<file path="src/rtl/hart_mem_arbiter.sv">
// hart_mem_arbiter: round-robin arbiter sharing one memory-controller data port among N_HARTS harts.
// Optional grant counter on w_grant_cnt enabled by defining HART_ARB_PERF_CNT_EN.
module hart_mem_arbiter #(
  parameter int N_HARTS = 2,
  localparam int ID_W = N_HARTS > 1 ? $clog2(N_HARTS) : 1
) (
  input  logic                   CLK,
  input  logic                   RST_X,
  input  logic [N_HARTS-1:0]     w_hart_req,
  input  logic [N_HARTS-1:0]     w_hart_we,
  input  logic [32*N_HARTS-1:0]  w_hart_addr,
  input  logic [32*N_HARTS-1:0]  w_hart_wdata,
  input  logic [3*N_HARTS-1:0]   w_hart_ctrl,
  output logic [N_HARTS-1:0]     w_hart_ack,
  output logic [127:0]           w_hart_rdata,
  output logic                   w_mc_req,
  output logic [31:0]            w_mc_addr,
  output logic [31:0]            w_mc_wdata,
  output logic [2:0]             w_mc_ctrl,
  output logic                   w_mc_we,
  input  logic                   w_mc_ready,
  input  logic                   w_mc_done,
  input  logic [127:0]           w_mc_rdata,
  output logic [ID_W-1:0]        w_grant_id,
  output logic                   w_arb_busy,
  output logic [31:0]            w_grant_cnt
);
  typedef enum logic [1:0] {IDLE, ISSUE, WAIT, DONE} state_t;
  state_t state, state_nx;
  logic [ID_W-1:0] r_last, pick, lo, hi;
  logic hi_hit;
  // Prefer the lowest requester above r_last; otherwise wrap to the lowest requester overall.
  always_comb begin
    lo = '0;
    hi = '0;
    hi_hit = 1'b0;
    for (int i = N_HARTS - 1; i >= 0; i--) begin
      lo = w_hart_req[i] ? ID_W'(i) : lo;
      hi = (w_hart_req[i] && ID_W'(i) > r_last) ? ID_W'(i) : hi;
      hi_hit = hi_hit | (w_hart_req[i] && ID_W'(i) > r_last);
    end
    pick = hi_hit ? hi : lo;
  end
  always_comb begin
    state_nx = state;
    state_nx = state == IDLE  ? (|w_hart_req ? ISSUE : IDLE) :
               state == ISSUE ? (w_mc_ready ? WAIT : ISSUE) :
               state == WAIT  ? (w_mc_done ? DONE : WAIT) : IDLE;
  end
  always_ff @(posedge CLK or negedge RST_X)
    if (!RST_X) state <= IDLE;
    else state <= state_nx;
  always_ff @(posedge CLK or negedge RST_X)
    if (!RST_X) begin
      r_last       <= ID_W'(N_HARTS - 1);
      w_grant_id   <= '0;
      w_mc_addr    <= '0;
      w_mc_wdata   <= '0;
      w_mc_ctrl    <= '0;
      w_mc_we      <= 1'b0;
      w_hart_rdata <= '0;
    end else begin
      if (state == IDLE && |w_hart_req) begin
        w_grant_id <= pick;
        w_mc_addr  <= w_hart_addr[32*pick +: 32];
        w_mc_wdata <= w_hart_wdata[32*pick +: 32];
        w_mc_ctrl  <= w_hart_ctrl[3*pick +: 3];
        w_mc_we    <= w_hart_we[pick];
      end
      if (state == WAIT && w_mc_done) w_hart_rdata <= w_mc_rdata;
      if (state == DONE) r_last <= w_grant_id;
    end
  assign w_mc_req   = state == ISSUE;
  assign w_arb_busy = state != IDLE;
  for (genvar g = 0; g < N_HARTS; g++) begin : g_ack
    assign w_hart_ack[g] = state == DONE && w_grant_id == ID_W'(g);
  end
`ifdef HART_ARB_PERF_CNT_EN
  always_ff @(posedge CLK or negedge RST_X)
    if (!RST_X) w_grant_cnt <= '0;
    else if (state == DONE) w_grant_cnt <= w_grant_cnt + 32'd1;
`else
  assign w_grant_cnt = '0;
`endif
endmodule

</file>
<file path="config.mk">
export PLATFORM = sky130hd
export DESIGN_NAME = hart_mem_arbiter
export DESIGN_NICKNAME = d
export VERILOG_FILES = /design/src/rtl/hart_mem_arbiter.sv
export SDC_FILE = /design/constraint.sdc
export NUM_CORES = 1
export LEC_CHECK = 0
export ABC_AREA = 1
export CAP_MARGIN = 10
export CORE_AREA = 2 2 197 199
export DETAILED_ROUTE_END_ITERATION = 12
export DIE_AREA = 0 0 199 201
export PLACE_DENSITY = 0.57
export SLEW_MARGIN = 10
export SYNTH_ARGS = -nofsm -noshare
export SYNTH_HDL_FRONTEND = slang
export SYNTH_SLANG_ARGS = --single-unit
</file>
<file path="constraint.sdc">
create_clock -name CLK -period 2.1 [get_ports CLK]
set_input_delay 0.42 -clock CLK [delete_from_list [all_inputs] [get_ports CLK]]
set_output_delay 0.42 -clock CLK [all_outputs]
set_load 0.01 [all_outputs]
</file>
==> results.yml, run 1 <==
worst_setup_path:
  rr_endpoint: "w_mc_wdata[14]"
  ff2ff_setup_slack_ns: 0.67
  arrival_ns: 1.59
  critical_path.cell_chain: "nor2_1 -> clkdlybuf4s50_1"
  cp_max_fo: 6
  slowest_delay_ns: 0.58
  end_kind: "output pin"
  worst-r2r-cell-count: 6
  reg2reg_from: "state[0]"
  criticalPathCategory: "flop to output pin"
  cp-start-kind: "flop"
  worst_ep_required_time_ns: 1.68
  slowest_stage: "clkdlybuf4s50_1"
timing:
  slew_violations: 0
  max_freq_mhz: 497
  setup_viol: 0
  rsz0062_at_grt: "false"
  setup_ws_ns: 0.0881
  fin_skew_ns: 0.00926
  timing.final.crit_share: 0.958
  setup_tns_ns: 0
  period_minus_slack_ns: 2.01
  final_hold_viol_count: 0
place:
  routabilityCongestion: 0.799
  io_buffers: 470
  post-dp-hpwl_mm: 23.5
  post_dp_cell_area_sq_um: 14500
  place_inst: 2131
  pre_cts_slack_ns: 0.254
clocking:
  insertion_delay_ns: 0.45
  cts_root_buf: "clkbuf_16"
  cts_buffers: 17
  post-cts-setup-buffers: 0
  clock_sinks: 200
  cts_tree: "built"
  cts_buffer_depth: 2
  htreeDepth: 4
  clk_pin_slew_ns: 0.07
status:
  run_status: "complete, no violations"
final_layout:
  instances_no_fill: 2164
  final_common_cell: "clkdlybuf4s50_1"
  nets: 1903
  antenna_cells: 0
  n_fill_cell: 3945
  regArea_sq_um: 5010
  layout-drive-gt1-share: 0.0419
  syn_to_final_growth_pct: 64.0
  stdcell_area_sq_um: 15100
  final_cell_mix: "465 x clkdlybuf4s50_1, 337 x nand2_1, 266 x inv_1, 198 x dfrtp_1, 136 x nand3_1"
  multi_input_area_sq_um: 2810
yosys:
  synth_top_area_cell: "dfrtp_1"
  synth_cell_types: 19
  syn_avg_cell_area_sq_um: 7.83
  ys.warnings.count: 0
  synth-seq-cells: 200
  seq_area_frac_synth: 0.542
  netlist_top_cells_area: "dfrtp_1 54%, nand2_1 14%, inv_1 11%"
  netlist_instances: 1180
  synth_area_sq_um: 9240
  synth_top_area_share: 0.539
detailed_routing:
  drc: 0
  vias: 8653
  ant_nets: 0
  detail_route.iter0.violations: 309
  avgRoutedWirePerCell_um: 14.4
  drt_pre_antenna_iters: 5
  viasPerCell: 4.00
  totalWireLength_mm: 31.1
floorplanning:
  io-pin-count: 503
  dieArea_sq_um: 40000
  start_util: 0.242
  rows: 72
  core_sq_um: 38100
  die_w_um: 199
  die_h_um: 201
global_routing:
  grt-ovfl-total: 0
  grt_max_degree: 69
  grt_pass1_wl_mm: 47.1
  grt_pass1_vias: 8361
  antenna_found_initial: 0
  grtUsageTotal: 0.153
pwr:
  p_per_area_nw_per_um2: 1280
  ir_drop_v: 0.000495
  p_leak_nw: 7.70
job:
  cap_violations: 0
hold_path:
  min_path_type: "primary input to asynchronous set/reset pin"
-- synth_stat cells --
library cell	count
dfstp_2	1
dfrtp_1	199
conb_1	1
buf_1	2
nor2_2	1
o21ai_0	130
nand2_1	339
buf_4	33
clkbuf_1	19
nor2_1	6
nor3_1	1
buf_2	38
inv_2	1
buf_6	4
o21ai_2	1
inv_1	266
nand3_1	136
nand3_2	1
nand3b_1	1
-- stage by stage --
stage / total power [mW] / hold WS (ns) / util
3_5_place_dp: 16.0 / 0.381 / 0.381
4_1_cts: 19.6 / 0.446 / 0.397
3_3_place_gp: 15.9 / 0.386 / 0.381
6_report: 19.3 / 0.465 / 0.397
5_1_grt: 20.7 / 0.484 / 0.397
2_1_floorplan: 10.4 / 0.124 / -
-- layout make-up --
| cell class | instances | share of cell area |
|---|---|---|
| Clock buffer | 20 | 0.0302 |
| Clock inverter | 12 | 0.0109 |
| Inverter | 267 | 0.0662 |
| Multi-Input combinational cell | 648 | 0.185 |
| Sequential cell | 200 | 0.331 |
| Tap cell | 518 | 0.0428 |
| Timing Repair Buffer | 499 | 0.334 |
-- worst max path at each step --
stage                             start        endpoint  slack (ns)  depth (start not counted)
after CTS                      state[1]        w_mc_req        0.04                          2
after global routing           state[0]        w_mc_req        0.01                          3
after floorplan                  r_last   w_mc_addr[22]        0.83                          7
after global placement    w_hart_req[0]  w_mc_wdata[29]        0.27                          7
final                          state[1]        w_mc_req        0.09                          2
after detailed placement  w_hart_req[0]    w_mc_ctrl[1]        0.25                          7
-- where the power goes --
group          total, mW  internal (mW)  switching [mW]
logic               8.97           4.74            4.22
registers           6.81           5.71            1.09
clock network       3.55           1.96            1.59
-- layer usage --
layer,vias up,part of all wire,global-route usage
li1,4360,-,-
met1,3925,0.43,0.194
met5,-,0,0
met2,331,0.46,0.245
met4,0,0.026,0.0629
met3,37,0.079,0.0440
-- kinds of logic (layout without fill, tap and decap cells) --
| logic type | count (synthesis) | after routing | share of synthesized area |
|---|---|---|---|
| buffers and inverters | 363 | 798 | 0.169 |
| other | 1 | 32 | 0.000406 |
| flip-flops | 200 | 200 | 0.542 |
| AND/OR/NAND/NOR | 485 | 485 | 0.217 |
| AO/OA/AOI/OAI | 131 | 131 | 0.0714 |
-- flip-flops by register name, indices dropped and copies added (netlist names) --
name          count
w_mc_wdata       32
w_grant_id        1
w_mc_ctrl         3
w_hart_rdata    128
w_mc_addr        32
w_mc_we           1
state             2
r_last            1
-- critical path, delay by kind of cell, from the launching register on --
family	cells	cell delay [ns]
simple gates	1	0.11
buf+inv	1	0.58
flops	1	0.46
-- what timing repair did --
| item | 4_1_cts | 5_1_grt |
|---|---|---|
| setup endpoints to repair | 3 | 0 |
| hold buffers | 1 | 0 |
| resized for setup | 4 | 0 |
| endpoints found under the hold margin | 35 | 0 |
Power figures use the tool's default switching activity.
==> run 2, diff against run 1 <==
Settings changed: SETUP_SLACK_MARGIN from default to 0.05.
==> run 2 against run 1 <==
Compared with the run above:
- wire length barely moved
- fmax rose by 3.3%
- sequential share of layout area hardly changed
- first-iteration DRC count did not move
- non-clock buffer count is the same
- critical path type unchanged
- sequential power about the same
- clock-buffer cell count unchanged
- register-to-register slack barely moved
- final cell count unchanged
==> results.yml, run 2 (synthesis gave the netlist of run 1 again) <==
final_layout:
  largest_reg_flops: 128
  nets: 1903
  n_fill_cell: 3946
  antenna_cells: 0
  largestRegisters: "w_hart_rdata x128, w_mc_addr x32, w_mc_wdata x32"
  layout-drive-gt1-share: 0.0419
  multi_input_area_sq_um: 2810
  regArea_sq_um: 5010
  final_cell_mix: "464 x clkdlybuf4s50_1, 337 x nand2_1, 266 x inv_1, 198 x dfrtp_1, 136 x nand3_1"
  syn_to_final_growth_pct: 63.9
  instances_no_fill: 2164
  final_common_cell: "clkdlybuf4s50_1"
  top_register: "w_hart_rdata"
floorplanning:
  core_sq_um: 38100
  die_w_um: 199
  start_util: 0.242
  rows: 72
  die_h_um: 201
  io-pin-count: 503
  dieArea_sq_um: 40000
clocking:
  cts_root_buf: "clkbuf_16"
  htreeDepth: 4
  cts_tree: "built"
  post-cts-setup-buffers: 0
  insertion_delay_ns: 0.45
  cts_buffers: 17
  clock_sinks: 200
  cts_buffer_depth: 2
  clk_pin_slew_ns: 0.07
timing:
  fin_skew_ns: 0.00926
  final_hold_viol_count: 0
  slew_violations: 0
  rsz0062_at_grt: "false"
  timing.final.crit_share: 0.927
  max_freq_mhz: 514
  setup_viol: 0
  period_minus_slack_ns: 1.95
  setup_tns_ns: 0
status:
  run_status: "complete, no violations"
worst_setup_path:
  worst_ep_required_time_ns: 1.68
  ff2ff_setup_slack_ns: 0.67
  criticalPathCategory: "flop to output pin"
  cp-start-kind: "flop"
  cp_num_buf_inv: 1
  crit_family: "buffers and inverters"
  slowest_stage: "clkdlybuf4s50_1"
  cp_max_fo: 2
  slowest_delay_ns: 0.68
  arrival_ns: 1.53
  critical_path.cell_chain: "clkdlybuf4s50_1"
  end_kind: "output pin"
place:
  routabilityCongestion: 0.799
  io_buffers: 470
  place_inst: 2131
  post-dp-hpwl_mm: 23.5
global_routing:
  grt_pass1_wl_mm: 47.1
  antenna_found_initial: 0
  grt-ovfl-total: 0
  grt_max_degree: 69
  grt_pass1_vias: 8361
  grtUsageTotal: 0.153
pwr:
  total_power_mw: 19.3
  ir_drop_v: 0.000495
  p_per_area_nw_per_um2: 1280
  p_leak_nw: 7.71
detailed_routing:
  detail_route.iter0.violations: 309
  drc: 0
  viasPerCell: 4.00
  totalWireLength_mm: 31.1
  avgRoutedWirePerCell_um: 14.4
  ant_nets: 0
  drt_pre_antenna_iters: 5
  vias: 8653
job:
  cap_violations: 0
hold_path:
  min_path_type: "primary input to asynchronous set/reset pin"
[run 2: routing by layer]
layer | global-route usage | wire, um
met3 | 0.0440 | 2450
met5 | 0 | 0
met1 | 0.194 | 13400
met4 | 0.0629 | 794
met2 | 0.245 | 14400
[run 2: final timing paths]
check / startpoint / cells after the start / endpoint
max reg2reg: state[0] / 6 / w_mc_wdata[14]
max: w_mc_wdata[6] / 1 / w_mc_wdata[6]
min in group CLK: w_mc_addr[1] / 2 / w_mc_addr[1]
min reg2reg: w_mc_addr[1] / 2 / w_mc_addr[1]
max in group asynchronous: RST_X / 3 / r_last
min: RST_X / 2 / w_hart_rdata[81]
[run 2: area by class of cell]
type	count	area share
Multi-Input combinational cell	648	0.185
Inverter	267	0.0662
Clock buffer	20	0.0302
Clock inverter	12	0.0109
Timing Repair Buffer	499	0.334
Sequential cell	200	0.331
Tap cell	518	0.0428
[run 2: timing repair]
action | CTS | global route
hold endpoints to repair | 35 | 0
hold buffers | 1 | 0
endpoints found under the setup margin | 4 | 0
resized for setup | 5 | 0
[run 2: through the flow]
stage	hold slack, ns	util	worst slack, ns	area, sq um
floorplan	0.124	-	0.829	9350
global placement	0.386	0.381	0.265	14500
detailed placement	0.381	0.381	0.254	14500
CTS	0.446	0.397	0.0774	15100
global route	0.484	0.397	0.0827	15100
finish	0.465	0.397	0.153	15100
[run 2: report_power, final]
group | leakage (nW) | internal, mW | switching [mW]
registers | 2.47 | 5.71 | 1.09
clock network | 0.299 | 1.96 | 1.59
logic | 4.94 | 4.74 | 4.22
total | 7.71 | 12.4 | 6.90
==> run 3, diff against run 2 <==
Settings changed: CTS_BUF_LIST from default to sky130_fd_sc_hd__clkbuf_16, SETUP_SLACK_MARGIN 0.05 to default.
==> run 3 against run 2 <==
Compared with the run above:
- fmax decreased by 2.8%
- hold slack lost 0.0026 ns
- via count decreased by 0.22%
- non-clock buffer count is the same
- clock-buffer cell count shrank 3
- die area did not move
- clock power decreased by 2%
- critical path depth rose by 1
- sequential share of layout area hardly changed
- wire length about the same
==> results.yml, run 3 (synthesis gave the netlist of run 1 again) <==
status:
  run_status: "complete, no violations"
worst_setup_path:
  critical_path.cell_chain: "nor2_1 -> clkdlybuf4s50_1"
  cp-start-kind: "flop"
  crit_family: "buffers and inverters"
  slowest_stage: "clkdlybuf4s50_1"
  cp_max_fo: 6
  criticalPathCategory: "flop to output pin"
  slowest_delay_ns: 0.58
  cp_num_buf_inv: 1
  arrival_ns: 1.58
  worst_ep_required_time_ns: 1.68
  end_kind: "output pin"
place:
  place_inst: 2131
  post-dp-hpwl_mm: 23.5
  post_dp_cell_area_sq_um: 14500
  io_buffers: 470
  routabilityCongestion: 0.799
  pre_cts_slack_ns: 0.254
timing:
  setup_viol: 0
  period_minus_slack_ns: 2.00
  fin_skew_ns: 0.00893
  max_freq_mhz: 499
  setup_tns_ns: 0
  rsz0062_at_grt: "false"
  final_hold_viol_count: 0
  setup_ws_ns: 0.0969
  timing.final.crit_share: 0.954
  fin_hold_ws_ns: 0.462
  slew_violations: 0
job:
  cap_violations: 0
clocking:
  clock_sinks: 200
  clk_pin_slew_ns: 0.08
  cts_root_buf: "clkbuf_16"
  cts_buffers: 17
  cts_buffer_depth: 2
  post-cts-setup-buffers: 0
  htreeDepth: 4
  insertion_delay_ns: 0.45
  cts_tree: "built"
detailed_routing:
  avgRoutedWirePerCell_um: 14.4
  top_layer_used: "met4"
  wl_met1_mm: 13.5
  drc: 0
  totalWireLength_mm: 31.1
  detail_route.iter0.violations: 326
  vias: 8634
  viasPerCell: 3.99
  wl_met2_mm: 14.3
  ant_nets: 0
  drt_pre_antenna_iters: 4
  wl_met3_mm: 2.49
final_layout:
  instances_no_fill: 2164
  antenna_cells: 0
  layout-drive-gt1-share: 0.0407
  fin_util: 0.397
  n_fill_cell: 3946
  final_cell_mix: "465 x clkdlybuf4s50_1, 337 x nand2_1, 267 x inv_1, 198 x dfrtp_1, 136 x nand3_1"
  top_register: "w_hart_rdata"
  syn_to_final_growth_pct: 63.7
  final_common_cell: "clkdlybuf4s50_1"
  nets: 1903
  largestRegisters: "w_hart_rdata x128, w_mc_addr x32, w_mc_wdata x32"
  stdcell_area_sq_um: 15100
  largest_reg_flops: 128
pwr:
  p_per_area_nw_per_um2: 1270
  total_power_mw: 19.2
  p_leak_nw: 7.70
  ir_drop_v: 0.000496
global_routing:
  grt_pass1_wl_mm: 47.1
  grt_max_degree: 69
  grt-ovfl-total: 0
  grtUsageTotal: 0.153
  antenna_found_initial: 0
  grt_pass1_vias: 8347
floorplanning:
  die_h_um: 201
  rows: 72
  start_util: 0.242
  io-pin-count: 503
  core_sq_um: 38100
  dieArea_sq_um: 40000
  die_w_um: 199
hold_path:
  min_path_type: "primary input to asynchronous set/reset pin"
run 3: timing repair:
item	CTS	global route
hold endpoints to repair	35	0
resized for setup	4	0
setup endpoints to repair	3	0
hold buffers	1	0
run 3: per-layer routing:
layer / up-vias / global-route usage
li1: 4361 / -
met1: 3892 / 0.194
met2: 344 / 0.245
met3: 37 / 0.0440
met4: 0 / 0.0629
met5: - / 0
run 3: final cells by class:
type / count / area [sq um] / area share
repair buffers: 499 / 5060 / 0.334
clock inverters: 15 / 176 / 0.0117
well taps: 518 / 648 / 0.0428
multi-input cells: 648 / 2810 / 0.186
inverters: 267 / 1000 / 0.0663
flip-flops and latches: 200 / 5010 / 0.331
clock buffers: 17 / 425 / 0.0281
run 3: worst register-to-register path: stages, from the launching register on:
cell and delay, ns:
dfrtp_1 0.40, inv_2 0.11, nand2_1 0.15, nor2_4 0.14
buf_12 0.27, nand3_1 0.20, nand2_1 0.08
run 3: worst paths after layout:
path	endpoint	from	cells after the start	slack [ns]
setup / recovery	w_mc_req	state[1]	2	0.1
hold / removal	w_hart_rdata[72]	RST_X	2	0.46
setup reg to reg	w_mc_wdata[14]	state[0]	6	0.68
hold reg to reg	w_mc_addr[1]	w_mc_addr[1]	2	0.48
max in group asynchronous	r_last	RST_X	3	0.93
min in group CLK	w_mc_addr[1]	w_mc_addr[1]	2	0.48
run 3: power breakdown:
part | switching [mW] | leakage (nW) | internal [mW]
logic | 4.22 | 4.93 | 4.74
registers | 1.09 | 2.47 | 5.71
clock network | 1.58 | 0.292 | 1.88
